<file path="config.mk">
export PLATFORM = sky130hd
export DESIGN_NAME = mio_bus_ctrl_flat
export DESIGN_NICKNAME = d
export VERILOG_FILES = /design/src/rtl/mio_bus_if.sv /design/src/rtl/mio_bus_ctrl.sv /design/src/flat_wrapper.sv
export SDC_FILE = /design/constraint.sdc
export NUM_CORES = 1
export LEC_CHECK = 0
export CAP_MARGIN = 0
export CORE_MARGIN = 3
export CORE_UTILIZATION = 52
export DETAILED_ROUTE_END_ITERATION = 10
export PLACE_DENSITY = 0.87
export SLEW_MARGIN = 25
export SYNTH_ARGS = -nofsm -noshare
export SYNTH_HDL_FRONTEND = slang
export SYNTH_SLANG_ARGS = --single-unit
</file>
<file path="constraint.sdc">
create_clock -name clk -period 8.9 [get_ports clk]
set_clock_uncertainty 0.2 [all_clocks]
set_input_delay 1.335 -clock clk [delete_from_list [all_inputs] [get_ports clk]]
set_output_delay 1.335 -clock clk [all_outputs]
set_load 0.02 [all_outputs]
</file>
<file path="src/rtl/mio_bus_if.sv">
// rtl/mio_bus_if.sv - CPU-side memory/IO bus between the core and mio_bus_ctrl
interface mio_bus_if;
    logic        CPU_MIO;
    logic        mem_w;
    logic [31:0] Addr_out;
    logic [31:0] Data_out;
    logic [31:0] Data_in;
    logic        MIO_ready;

    modport master (
        output CPU_MIO, mem_w, Addr_out, Data_out,
        input  Data_in, MIO_ready
    );

    modport slave (
        input  CPU_MIO, mem_w, Addr_out, Data_out,
        output Data_in, MIO_ready
    );
endinterface

</file>
<file path="src/rtl/mio_bus_ctrl.sv">
// rtl/mio_bus_ctrl.sv - memory/IO bus controller: RAM wait states, switch/LED/timer registers
module mio_bus_ctrl #(
    parameter int RAM_WAIT = 1,
    parameter int RAM_AW   = 10
) (
    input  logic              clk,
    input  logic              reset,
    mio_bus_if.slave          bus,
    output logic [RAM_AW-1:0] ram_addr,
    output logic              ram_we,
    output logic [31:0]       ram_wdata,
    input  logic [31:0]       ram_rdata,
    input  logic [15:0]       sw,
    output logic [15:0]       led,
    output logic              cnt_irq
);
    localparam logic [31:0] ADDR_SW    = 32'hF000_0000;
    localparam logic [31:0] ADDR_TMR   = 32'hF000_0004;
    localparam logic [31:0] ADDR_STAT  = 32'hF000_0008;
    localparam logic [3:0]  WAIT_LOAD  = 4'(RAM_WAIT - 1);

    typedef enum logic [1:0] {S_IDLE, S_ACCESS, S_WAIT, S_DONE} state_t;

    state_t      state, next_state;
    logic [31:0] req_addr, req_data;
    logic        req_we;
    logic [3:0]  wait_cnt;
    logic [31:0] timer, reload;
    logic [31:0] periph_rdata;

    logic take_req, req_is_ram, in_access, wait_last;
    logic periph_rd, led_wr, tmr_wr, irq_clr;

    assign take_req   = (state == S_IDLE) && bus.CPU_MIO;
    assign req_is_ram = (req_addr[31:12] == 20'h0);
    assign in_access  = (state == S_ACCESS);
    assign wait_last  = (state == S_WAIT) && (wait_cnt == 4'd0);
    assign periph_rd  = in_access && !req_is_ram && !req_we;
    assign led_wr     = in_access && req_we && (req_addr == ADDR_SW);
    assign tmr_wr     = in_access && req_we && (req_addr == ADDR_TMR);
    assign irq_clr    = in_access && !req_we && (req_addr == ADDR_STAT);

    always_ff @(posedge clk or posedge reset) begin
        if (reset) state <= S_IDLE;
        else       state <= next_state;
    end

    always_comb begin
        next_state = state;
        case (state)
            S_IDLE:   if (bus.CPU_MIO) next_state = S_ACCESS;
            S_ACCESS: next_state = req_is_ram ? S_WAIT : S_DONE;
            S_WAIT:   if (wait_cnt == 4'd0) next_state = S_DONE;
            S_DONE:   next_state = S_IDLE;
            default:  next_state = S_IDLE;
        endcase
    end

    always_comb begin
        periph_rdata = 32'h0;
        case (req_addr)
            ADDR_SW:   periph_rdata = {16'h0, sw};
            ADDR_TMR:  periph_rdata = timer;
            ADDR_STAT: periph_rdata = {31'h0, cnt_irq};
            default:   periph_rdata = 32'h0;
        endcase
    end

    always_ff @(posedge clk or posedge reset) begin
        if (reset) begin
            req_addr      <= 32'h0;
            req_data      <= 32'h0;
            req_we        <= 1'b0;
            wait_cnt      <= 4'd0;
            ram_addr      <= '0;
            ram_we        <= 1'b0;
            ram_wdata     <= 32'h0;
            bus.Data_in   <= 32'h0;
            bus.MIO_ready <= 1'b0;
            led           <= 16'h0;
            timer         <= 32'hFFFF_FFFF;
            reload        <= 32'hFFFF_FFFF;
            cnt_irq       <= 1'b0;
        end else begin
            ram_we        <= 1'b0;
            bus.MIO_ready <= (next_state == S_DONE);

            // RAM outputs are registered on acceptance so they are live for the whole ACCESS cycle
            if (take_req) begin
                req_addr <= bus.Addr_out;
                req_data <= bus.Data_out;
                req_we   <= bus.mem_w;
                if (bus.Addr_out[31:12] == 20'h0) begin
                    ram_addr  <= bus.Addr_out[RAM_AW+1:2];
                    ram_wdata <= bus.Data_out;
                    ram_we    <= bus.mem_w;
                end
            end

            if (in_access)
                wait_cnt <= WAIT_LOAD;
            else if (state == S_WAIT && wait_cnt != 4'd0)
                wait_cnt <= wait_cnt - 4'd1;

            if (periph_rd)
                bus.Data_in <= periph_rdata;
            else if (wait_last && !req_we)
                bus.Data_in <= ram_rdata;

            if (led_wr)
                led <= req_data[15:0];

            // A bus write to the timer overrides that cycle's decrement or wrap
            if (tmr_wr) begin
                timer  <= req_data;
                reload <= req_data;
            end else if (timer == 32'h0) begin
                timer <= reload;
            end else begin
                timer <= timer - 32'h1;
            end

            if (timer == 32'h0 && !tmr_wr)
                cnt_irq <= 1'b1;
            else if (irq_clr)
                cnt_irq <= 1'b0;
        end
    end
endmodule

</file>
<file path="src/flat_wrapper.sv">
// flat-port wrapper written by rule: the top's interface ports become plain ports
module mio_bus_ctrl_flat 
#(
    parameter int RAM_WAIT = 1,
    parameter int RAM_AW   = 10
)
  (clk, reset, ram_addr, ram_we, ram_wdata, ram_rdata, sw, led, cnt_irq, bus_CPU_MIO, bus_mem_w, bus_Addr_out, bus_Data_out, bus_Data_in, bus_MIO_ready);
  mio_bus_if bus_i ();
  input  logic clk;
  input  logic reset;
  output logic [RAM_AW-1:0] ram_addr;
  output logic ram_we;
  output logic [31:0] ram_wdata;
  input  logic [31:0] ram_rdata;
  input  logic [15:0] sw;
  output logic [15:0] led;
  output logic cnt_irq;
  input wire logic [$bits(bus_i.CPU_MIO)-1:0] bus_CPU_MIO;
  input wire logic [$bits(bus_i.mem_w)-1:0] bus_mem_w;
  input wire logic [$bits(bus_i.Addr_out)-1:0] bus_Addr_out;
  input wire logic [$bits(bus_i.Data_out)-1:0] bus_Data_out;
  output wire logic [$bits(bus_i.Data_in)-1:0] bus_Data_in;
  output wire logic [$bits(bus_i.MIO_ready)-1:0] bus_MIO_ready;
  assign bus_i.CPU_MIO = bus_CPU_MIO;
  assign bus_i.mem_w = bus_mem_w;
  assign bus_i.Addr_out = bus_Addr_out;
  assign bus_i.Data_out = bus_Data_out;
  assign bus_Data_in = bus_i.Data_in;
  assign bus_MIO_ready = bus_i.MIO_ready;
  mio_bus_ctrl #(.RAM_WAIT(RAM_WAIT), .RAM_AW(RAM_AW)) u_core (.clk(clk), .reset(reset), .bus(bus_i), .ram_addr(ram_addr), .ram_we(ram_we), .ram_wdata(ram_wdata), .ram_rdata(ram_rdata), .sw(sw), .led(led), .cnt_irq(cnt_irq));
endmodule
</file>
==> results.json, run 1 <==
{
  "outcome": "complete, no violations",
  "hold_path_class": "reg -> reg",
  "startpoint": "bus_Addr_out[28]",
  "drtPass1Iterations": 5,
  "fin_crit_sh": 0.448,
  "finalSetupViolations": 0,
  "routed_wl_mm": 24.3,
  "worst-setup-path-type": "in -> reg",
  "start_util": 0.536,
  "clockBufferDepth": 3,
  "clockRootBuffer": "clkbuf_16",
  "report.final.slew_viol_count": 0,
  "leakagePower_nw": 5.87,
  "ys_ff_latch": 228,
  "ys_seq_area_frac": 0.571,
  "power_density_nw_per_um2": 240,
  "fin_tns_setup_ns": 0,
  "cts-resized-gates": 0,
  "synthArstFlopShare": 1.00,
  "synth_cell_types": 55,
  "tightest_slew_ns": 0.960,
  "required_ns": 9.09,
  "syn_area_per_cell_sq_um": 12.3,
  "antenna_cells": 0,
  "vias": 7268,
  "die_y_um": 146,
  "ir_drop_uv": 193,
  "numCtsBuffers": 24,
  "synth_ff_type": "dfrtp_1",
  "drtIter0Drc": 467,
  "antenna_left": 0,
  "antenna_found_initial": 0,
  "r2r-end": "u_core.ram_wdata[10]",
  "end_kind": "flip-flop",
  "mostFrequentLayoutCells": "clkdlybuf4s50_1 (208), dfrtp_1 (163), mux2_2 (123)",
  "wl_per_cell_um": 18.7,
  "synth_nets": 950,
  "holdBufCountCts": 0,
  "grt_first_pass_wirelength_mm": 39.6,
  "clk_pin_slew_worst_paths_ns": 0.06,
  "cts_tree": "built",
  "gr-total-overflow": 0,
  "core_region_area_sq_um": 18900,
  "area_delta_synth_final_pct": 31.4,
  "io_pins": 209,
  "synth_top_cell_by_area": "dfrtp_1",
  "synth_edf_count": 0,
  "vias_per_cell": 5.58,
  "postLayoutSetupSlackWorst_ns": 4.91,
  "rows": 50,
  "synthTopCellsByArea": "dfrtp_1 (41%), dfstp_2 (17%), mux2_2 (14%)",
  "synth_warnings": 0,
  "maxSlewHeadroom": 0.356,
  "slowest_stage": "nor3_2",
  "critical_path_arrival_ns": 4.18,
  "layout-drive-gt1-share": 0.238,
  "grt_usage": 0.225,
  "rr_worst_depth": 7,
  "cts_setup_buffers": 0,
  "htreeDepth": 1,
  "cts_num_sinks": 228,
  "layout_commonest_cell": "clkdlybuf4s50_1",
  "start_kind": "primary input",
  "final_hold_viol_count": 0,
  "fmax_mhz": 251,
  "die_area_sq_um": 21200,
  "grt_max_degree": 142,
  "portBuffers": 208,
  "hp-start": "u_core.reload[5]",
  "fin_crit_ns": 3.99,
  "synth_area_sq_um": 10100,
  "crit_end": "u_core.ram_wdata[10]",
  "max_stage_delay_ns": 0.82,
  "crit_chain": "clkdlybuf4s50_1 > nor4_1 > nand4_1 > nor3_2 > buf_4 > mux2_2",
  "synth.top_cell.area_share": 0.405,
  "post-place-ws_ns": 4.41,
  "rr_startpoint": "u_core.state[0]",
  "first_global_vias": 7395,
  "hpwl_mm": 17.1,
  "fp.dieW_um": 146,
  "synth_cells": 826,
  "nNetsFinal": 1148,
  "gp_congestion": 0.870,
  "rsz0062_at_grt": "no",
  "reg2reg_slack_ns": 5.64,
  "path_max_fanout": 32,
  "drc": 0,
  "maxCapViolCount": 0,
  "insertion_delay_ns": 0.50
}
-- final cells by class --
| class | instances | area, sq um |
|---|---|---|
| inverters | 22 | 90.1 |
| multi-input cells | 531 | 4100 |
| repair buffers | 217 | 2170 |
| fillers | 1332 | 5590 |
| clock inverters | 13 | 173 |
| flip-flops and latches | 228 | 5790 |
| well taps | 260 | 325 |
| clock buffers | 31 | 658 |
-- per-stage QoR --
step	utilization	cells	hold slack (ns)	total power [W]	cell area, sq um
global placement	0.657	1256	0.241	0.00214	12400
finish	0.704	1302	0.253	0.00320	13300
floorplan	-	826	0.234	0.00188	10100
detailed placement	0.660	1258	0.245	0.00217	12500
CTS	0.704	1302	0.254	0.00322	13300
global route	0.704	1302	0.271	0.00334	13300
-- cell usage after synthesis (all sizes together) (14+ instances only) --
cell and count:
clkbuf 37, inv 22, mux2 123, dfrtp 164
nor2 20, nor3 19, mux2i 61, dfstp 64
xnor2 14, o22ai 15, o21ai 45, nor4 23
o2bb2ai 16, nand2 94
-- cells by family after synthesis --
group	Yosys count	synth area share
mux	184	0.197
simple gates	210	0.106
xor+xnor	20	0.0173
buf+inv	67	0.0271
flops	228	0.571
compound gates	109	0.0716
fa+ha+maj	8	0.00989
-- routing by layer --
layer  track usage  vias up  routed length [um]
met5             0        -                   0
met4        0.0408        0                 295
met3        0.0498       23                1730
met2         0.362      253               11400
met1         0.323     3606               10900
li1              -     3386                   -
-- worst max-delay path: cells and delay by family --
family / cells / cell delay (ns)
simple gates: 3 / 1.46
buf+inv: 2 / 0.96
mux: 1 / 0.40
-- registers in the layout (all words and copies together) (netlist names) --
register and count:
u_core.bus.Data_in 32, u_core.bus.MIO_ready 1, u_core.cnt_irq 1, u_core.led 16, u_core.ram_addr 10, u_core.ram_wdata 32
u_core.ram_we 1, u_core.reload 32, u_core.req_addr 32, u_core.req_data 32, u_core.req_we 1, u_core.state 2
u_core.timer 32, u_core.wait_cnt 4
-- where the power goes --
group	leakage (nW)	switching, W	internal (W)	total (W)
registers	2.77	0.000158	0.00125	0.00141
logic	2.70	0.000333	0.000409	0.000742
clock network	0.403	0.000405	0.000639	0.00104
-- how the worst min path moves through the flow --
stage	endpoint	slack (ns)	cells past startpoint
floorplan	u_core.reload[0]	0.23	2
global placement	u_core.reload[5]	0.24	2
detailed placement	u_core.reload[5]	0.24	2
CTS	u_core.reload[5]	0.25	2
global route	u_core.reload[10]	0.27	2
finish	u_core.reload[5]	0.25	2
Power figures use the tool's default switching activity.
==> run 2, diff against run 1 <==
clock period = 3.9 ns   (was 8.9 ns; I/O delays follow)
==> run 2 against run 1 <==
  * Largest cell class unchanged
  * Routed wire length up 3.2%
  * Via count is 2.6% higher
  * Sequential power is 120% higher
  * Die area is the same
==> results.json, run 2 (synthesized netlist as in run 1, its figures left out) <==
{
  "outcome": "complete, no violations",
  "clk_pin_slew_worst_paths_ns": 0.06,
  "wl_per_cell_um": 19.1,
  "gp_congestion": 0.854,
  "hpwl_mm": 17.8,
  "cts_num_sinks": 228,
  "insertion_delay_ns": 0.51,
  "tightest_slew_ns": 0.905,
  "numCtsBuffers": 25,
  "die_area_sq_um": 21200,
  "report.final.slew_viol_count": 0,
  "fin_tns_setup_ns": 0,
  "antenna_cells": 0,
  "final_hold_viol_count": 0,
  "cts_tree": "built",
  "gr-total-overflow": 0,
  "power_density_nw_per_um2": 536,
  "clockRootBuffer": "clkbuf_16",
  "vias": 7456,
  "mostFrequentLayoutCells": "clkdlybuf4s50_1 (208), dfrtp_1 (164), mux2_2 (123)",
  "critical_path_arrival_ns": 3.20,
  "rows": 50,
  "maxCapViolCount": 0,
  "vias_per_cell": 5.68,
  "maxSlewHeadroom": 0.396,
  "fp.dieW_um": 146,
  "antenna_left": 0,
  "drc": 0,
  "routed_wl_mm": 25.1,
  "portBuffers": 208,
  "path_max_fanout": 53,
  "leakagePower_nw": 5.90,
  "nNetsFinal": 1159,
  "htreeDepth": 1,
  "fin_crit_ns": 2.97,
  "first_global_vias": 7576,
  "layout-drive-gt1-share": 0.242,
  "fmax_mhz": 337,
  "grt_max_degree": 68,
  "drtPass1Iterations": 5,
  "cts_setup_buffers": 0,
  "end_kind": "flip-flop",
  "finalPower_w": 0.00715,
  "antenna_found_initial": 0,
  "hold_path_class": "reg -> reg",
  "holdBufCountCts": 0,
  "required_ns": 4.14,
  "io_pins": 209,
  "start_util": 0.536,
  "nFillCells": 1340,
  "grt_usage": 0.233,
  "grt_first_pass_wirelength_mm": 40.8,
  "finalSetupViolations": 0,
  "clockBufferDepth": 3,
  "cts-resized-gates": 0,
  "fin_crit_sh": 0.761,
  "core_region_area_sq_um": 18900,
  "worst-setup-path-type": "reg -> reg",
  "area_delta_synth_final_pct": 31.6,
  "die_y_um": 146,
  "drtIter0Drc": 463,
  "start_kind": "flip-flop",
  "rsz0062_at_grt": "no",
  "layout_commonest_cell": "clkdlybuf4s50_1",
  "ir_drop_uv": 408
}
==> run 2: changes by cell type in the layout (fill, tap and decap cells not counted), moves of 3 or more <==
cell and delta:
buf_4 +8, clkbuf_1 +3, buf_12 +3, clkbuf_8 +3, bufinv_16 -4
==> run 2: worst paths after layout <==
kind	start	cells after the start	slack, ns	to
max	u_core.req_addr[0]	6	0.93	u_core.reload[31]
min	u_core.reload[4]	2	0.25	u_core.reload[4]
max reg2reg	u_core.req_addr[0]	6	0.93	u_core.reload[31]
min reg2reg	u_core.reload[4]	2	0.25	u_core.reload[4]
max in group asynchronous	reset	3	2.17	u_core.reload[31]
min in group asynchronous	reset	2	0.41	u_core.bus.Data_in[19]
==> run 2: report_power, final <==
part | switching (W) | internal, W
clock | 0.000924 | 0.00130
combinational | 0.000812 | 0.000944
sequential | 0.000305 | 0.00286
total | 0.00204 | 0.00511
==> run 2: worst max-delay path, stage by stage (launching register included) <==
cell,delay (ns)
dfrtp_1,0.39
or4_1,0.55
nor4_1,0.47
and3_2,0.87
buf_4,0.27
nand2_1,0.07
o21ai_0,0.07
==> run 2: metrics by stage <==
step	std cells	util	setup WS [ns]	hold slack, ns	instance area, sq um
floorplan	826	-	0.187	0.234	10100
global route	1313	0.705	0.757	0.271	13300
CTS	1313	0.705	0.932	0.255	13300
global placement	1268	0.664	0.879	0.241	12500
detailed placement	1268	0.664	0.880	0.247	12500
finish	1313	0.705	0.934	0.252	13300
==> run 2: per-layer routing <==
metal  vias up  routed length [um]  global-route usage
li1       3396                   -                   -
met1      3694               10800               0.320
met2       310               11700               0.376
met3        56                2020              0.0573
met4         0                 544              0.0570
met5         -                   0                   0
==> run 2: final cells by class <==
type                       count  area, sq um  area share
tap                          260          325      0.0244
clock buffer                  38          736      0.0552
timing repair buffer         227         2260       0.170
sequential                   228         5790       0.434
inverter                      22         86.3     0.00648
multi-input combinational    531         4090       0.307
clock inverter                 7         47.5     0.00357
==> run 3, diff against run 2 <==
clock period = 2.8 ns   (was 3.9 ns; I/O delays follow)
==> run 3 against run 2 <==
  * The flow now finishes with violations (negative setup slack)
  * Register-to-register slack worse by 1.0 ns
  * Core utilization is 2.1 points higher
  * Die area stayed put
  * Setup slack worse by 1.0 ns
  * Total power is 45% higher
  * Via count is 1.6% higher
  * Flip-flop and latch count stayed put
  * Final area is 2.9% higher
  * Worst hold slack worse by 0.099 ns
  * Clock power is 53% higher
  * Critical path type unchanged
  * Critical endpoint is now u_core.led[0]
==> results.json, run 3 (synthesized netlist as in run 1, its figures left out) <==
{
  "tightest_slew_ns": 0.644,
  "die_y_um": 146,
  "grt_usage": 0.243,
  "rsz0062_at_grt": "yes",
  "rr_worst_depth": 7,
  "drc": 0,
  "stdcell_area_sq_um": 13700,
  "violations": "negative setup slack",
  "postLayoutSetupSlackWorst_ns": -0.0805,
  "crit_family": "simple AND/OR/NAND/NOR gates",
  "start_kind": "flip-flop",
  "io_pins": 209,
  "clk_pin_slew_worst_paths_ns": 0.06,
  "path_common_cell": "or4_4",
  "multi_input_area_sq_um": 4160,
  "routed_wl_mm": 26.2,
  "maxCapViolCount": 0,
  "max_stage_delay_ns": 0.58,
  "end_kind": "flip-flop",
  "core_region_area_sq_um": 18900,
  "regArea_sq_um": 5790,
  "fin_crit_sh": 1.03,
  "power_density_nw_per_um2": 756,
  "insertion_delay_ns": 0.52,
  "rows": 50,
  "first_global_vias": 7969,
  "antenna_left": 0,
  "crit_chain": "or4_4 > or4_4 > nor3_4 > nor4b_4 > buf_4 > clkbuf_16 > mux2_4",
  "htreeDepth": 1,
  "post-route-util": 0.726,
  "area_delta_synth_final_pct": 35.5,
  "hpwl_mm": 18.1,
  "drtPass1Iterations": 5,
  "fin_crit_ns": 2.88,
  "gp_congestion": 0.891,
  "clockBufferDepth": 3,
  "fp.dieW_um": 146,
  "numCtsBuffers": 25,
  "nFillCells": 1270,
  "ir_drop_uv": 505,
  "grt_first_pass_wirelength_mm": 42.6,
  "fmax_mhz": 347,
  "die_area_sq_um": 21200,
  "drtIter0Drc": 399,
  "holdBufCountCts": 0,
  "layout-drive-gt1-share": 0.254,
  "outcome": "complete, but fails checks",
  "path_buf_inv": 2,
  "grt_max_degree": 58,
  "antenna_found_initial": 2,
  "gr-total-overflow": 0,
  "worst-setup-path-type": "reg -> reg",
  "leakagePower_nw": 6.08,
  "finalSetupViolations": 16,
  "portBuffers": 208,
  "required_ns": 3.01,
  "placed_cell_area_sq_um": 12800,
  "hold_path_class": "in -> async",
  "wl_per_cell_um": 19.7,
  "final_hold_viol_count": 0,
  "report.final.slew_viol_count": 0,
  "path_max_fanout": 8,
  "start_util": 0.536,
  "vias_per_cell": 5.69,
  "critical_path_arrival_ns": 3.09,
  "cts_num_sinks": 228,
  "mostFrequentLayoutCells": "clkdlybuf4s50_1 (208), dfrtp_1 (164), mux2_2 (107)",
  "cp.depth": 7,
  "cts_tree": "built",
  "layout_commonest_cell": "clkdlybuf4s50_1",
  "vias": 7576,
  "maxSlewHeadroom": 0.570,
  "holdWs_ns": 0.153,
  "slowest_stage": "or4_4",
  "clockRootBuffer": "clkbuf_16",
  "nNetsFinal": 1175
}
-- run 3: cell count changes in the layout (fill, tap and decap cells not counted), moves of 2 or more --
| cell | change |
|---|---|
| mux2_2 | -16 |
| mux2_4 | +16 |
| buf_12 | +8 |
| buf_4 | +7 |
| bufinv_16 | +4 |
| diode_2 | +2 |
-- run 3: what timing repair did --
| item | 4_1_cts | 5_1_grt |
|---|---|---|
| endpoints found under the setup margin | 16 | 20 |
| pin swaps | 0 | 2 |
| setup buffers | 0 | 3 |
| gates resized for setup | 7 | 2 |
| cloned | 0 | 1 |
-- run 3: final cells by class --
| cell class | count | share of cell area |
|---|---|---|
| Sequential cell | 228 | 0.422 |
| Timing Repair Buffer | 243 | 0.182 |
| Clock inverter | 8 | 0.0105 |
| Inverter | 22 | 0.00629 |
| Clock buffer | 37 | 0.0518 |
| Antenna cell | 2 | 0.000365 |
| Multi-Input combinational cell | 531 | 0.303 |
| Tap cell | 260 | 0.0237 |
-- run 3: layer usage --
layer / track usage / part of all wire / vias to the layer above / wire length [um]
met1: 0.330 / 0.42 / 3798 / 11100
met3: 0.0467 / 0.065 / 54 / 1690
met5: 0 / 0 / - / 0
met4: 0.0817 / 0.029 / 0 / 751
li1: - / - / 3429 / -
met2: 0.399 / 0.48 / 295 / 12600
-- run 3: report_power, final --
group          internal [W]  leakage (nW)  switching [W]
combinational       0.00136          2.89        0.00118
clock               0.00212         0.419        0.00129
sequential          0.00398          2.77       0.000445
total               0.00746          6.08        0.00291
-- run 3: per-stage QoR --
step,instances,total power (W),TNS [ns],worst slack [ns]
floorplan,826,0.00598,-122.68,-0.748
global placement,1280,0.00685,0,0.0684
detailed placement,1280,0.00697,0,0.00184
CTS,1325,0.0104,-0.298,-0.0468
global route,1331,0.0108,-1.36,-0.0948
finish,1331,0.0104,-1.13,-0.0805
-- run 3: final timing paths --
path | startpoint | end | slack [ns]
max | u_core.req_addr[4] | u_core.led[0] | -0.08
min | reset | u_core.req_addr[30] | 0.15
max reg2reg | u_core.req_addr[4] | u_core.led[0] | -0.08
min reg2reg | u_core.reload[14] | u_core.reload[14] | 0.25
max in group asynchronous | reset | u_core.reload[27] | 1.51
min in group clk | u_core.reload[14] | u_core.reload[14] | 0.25
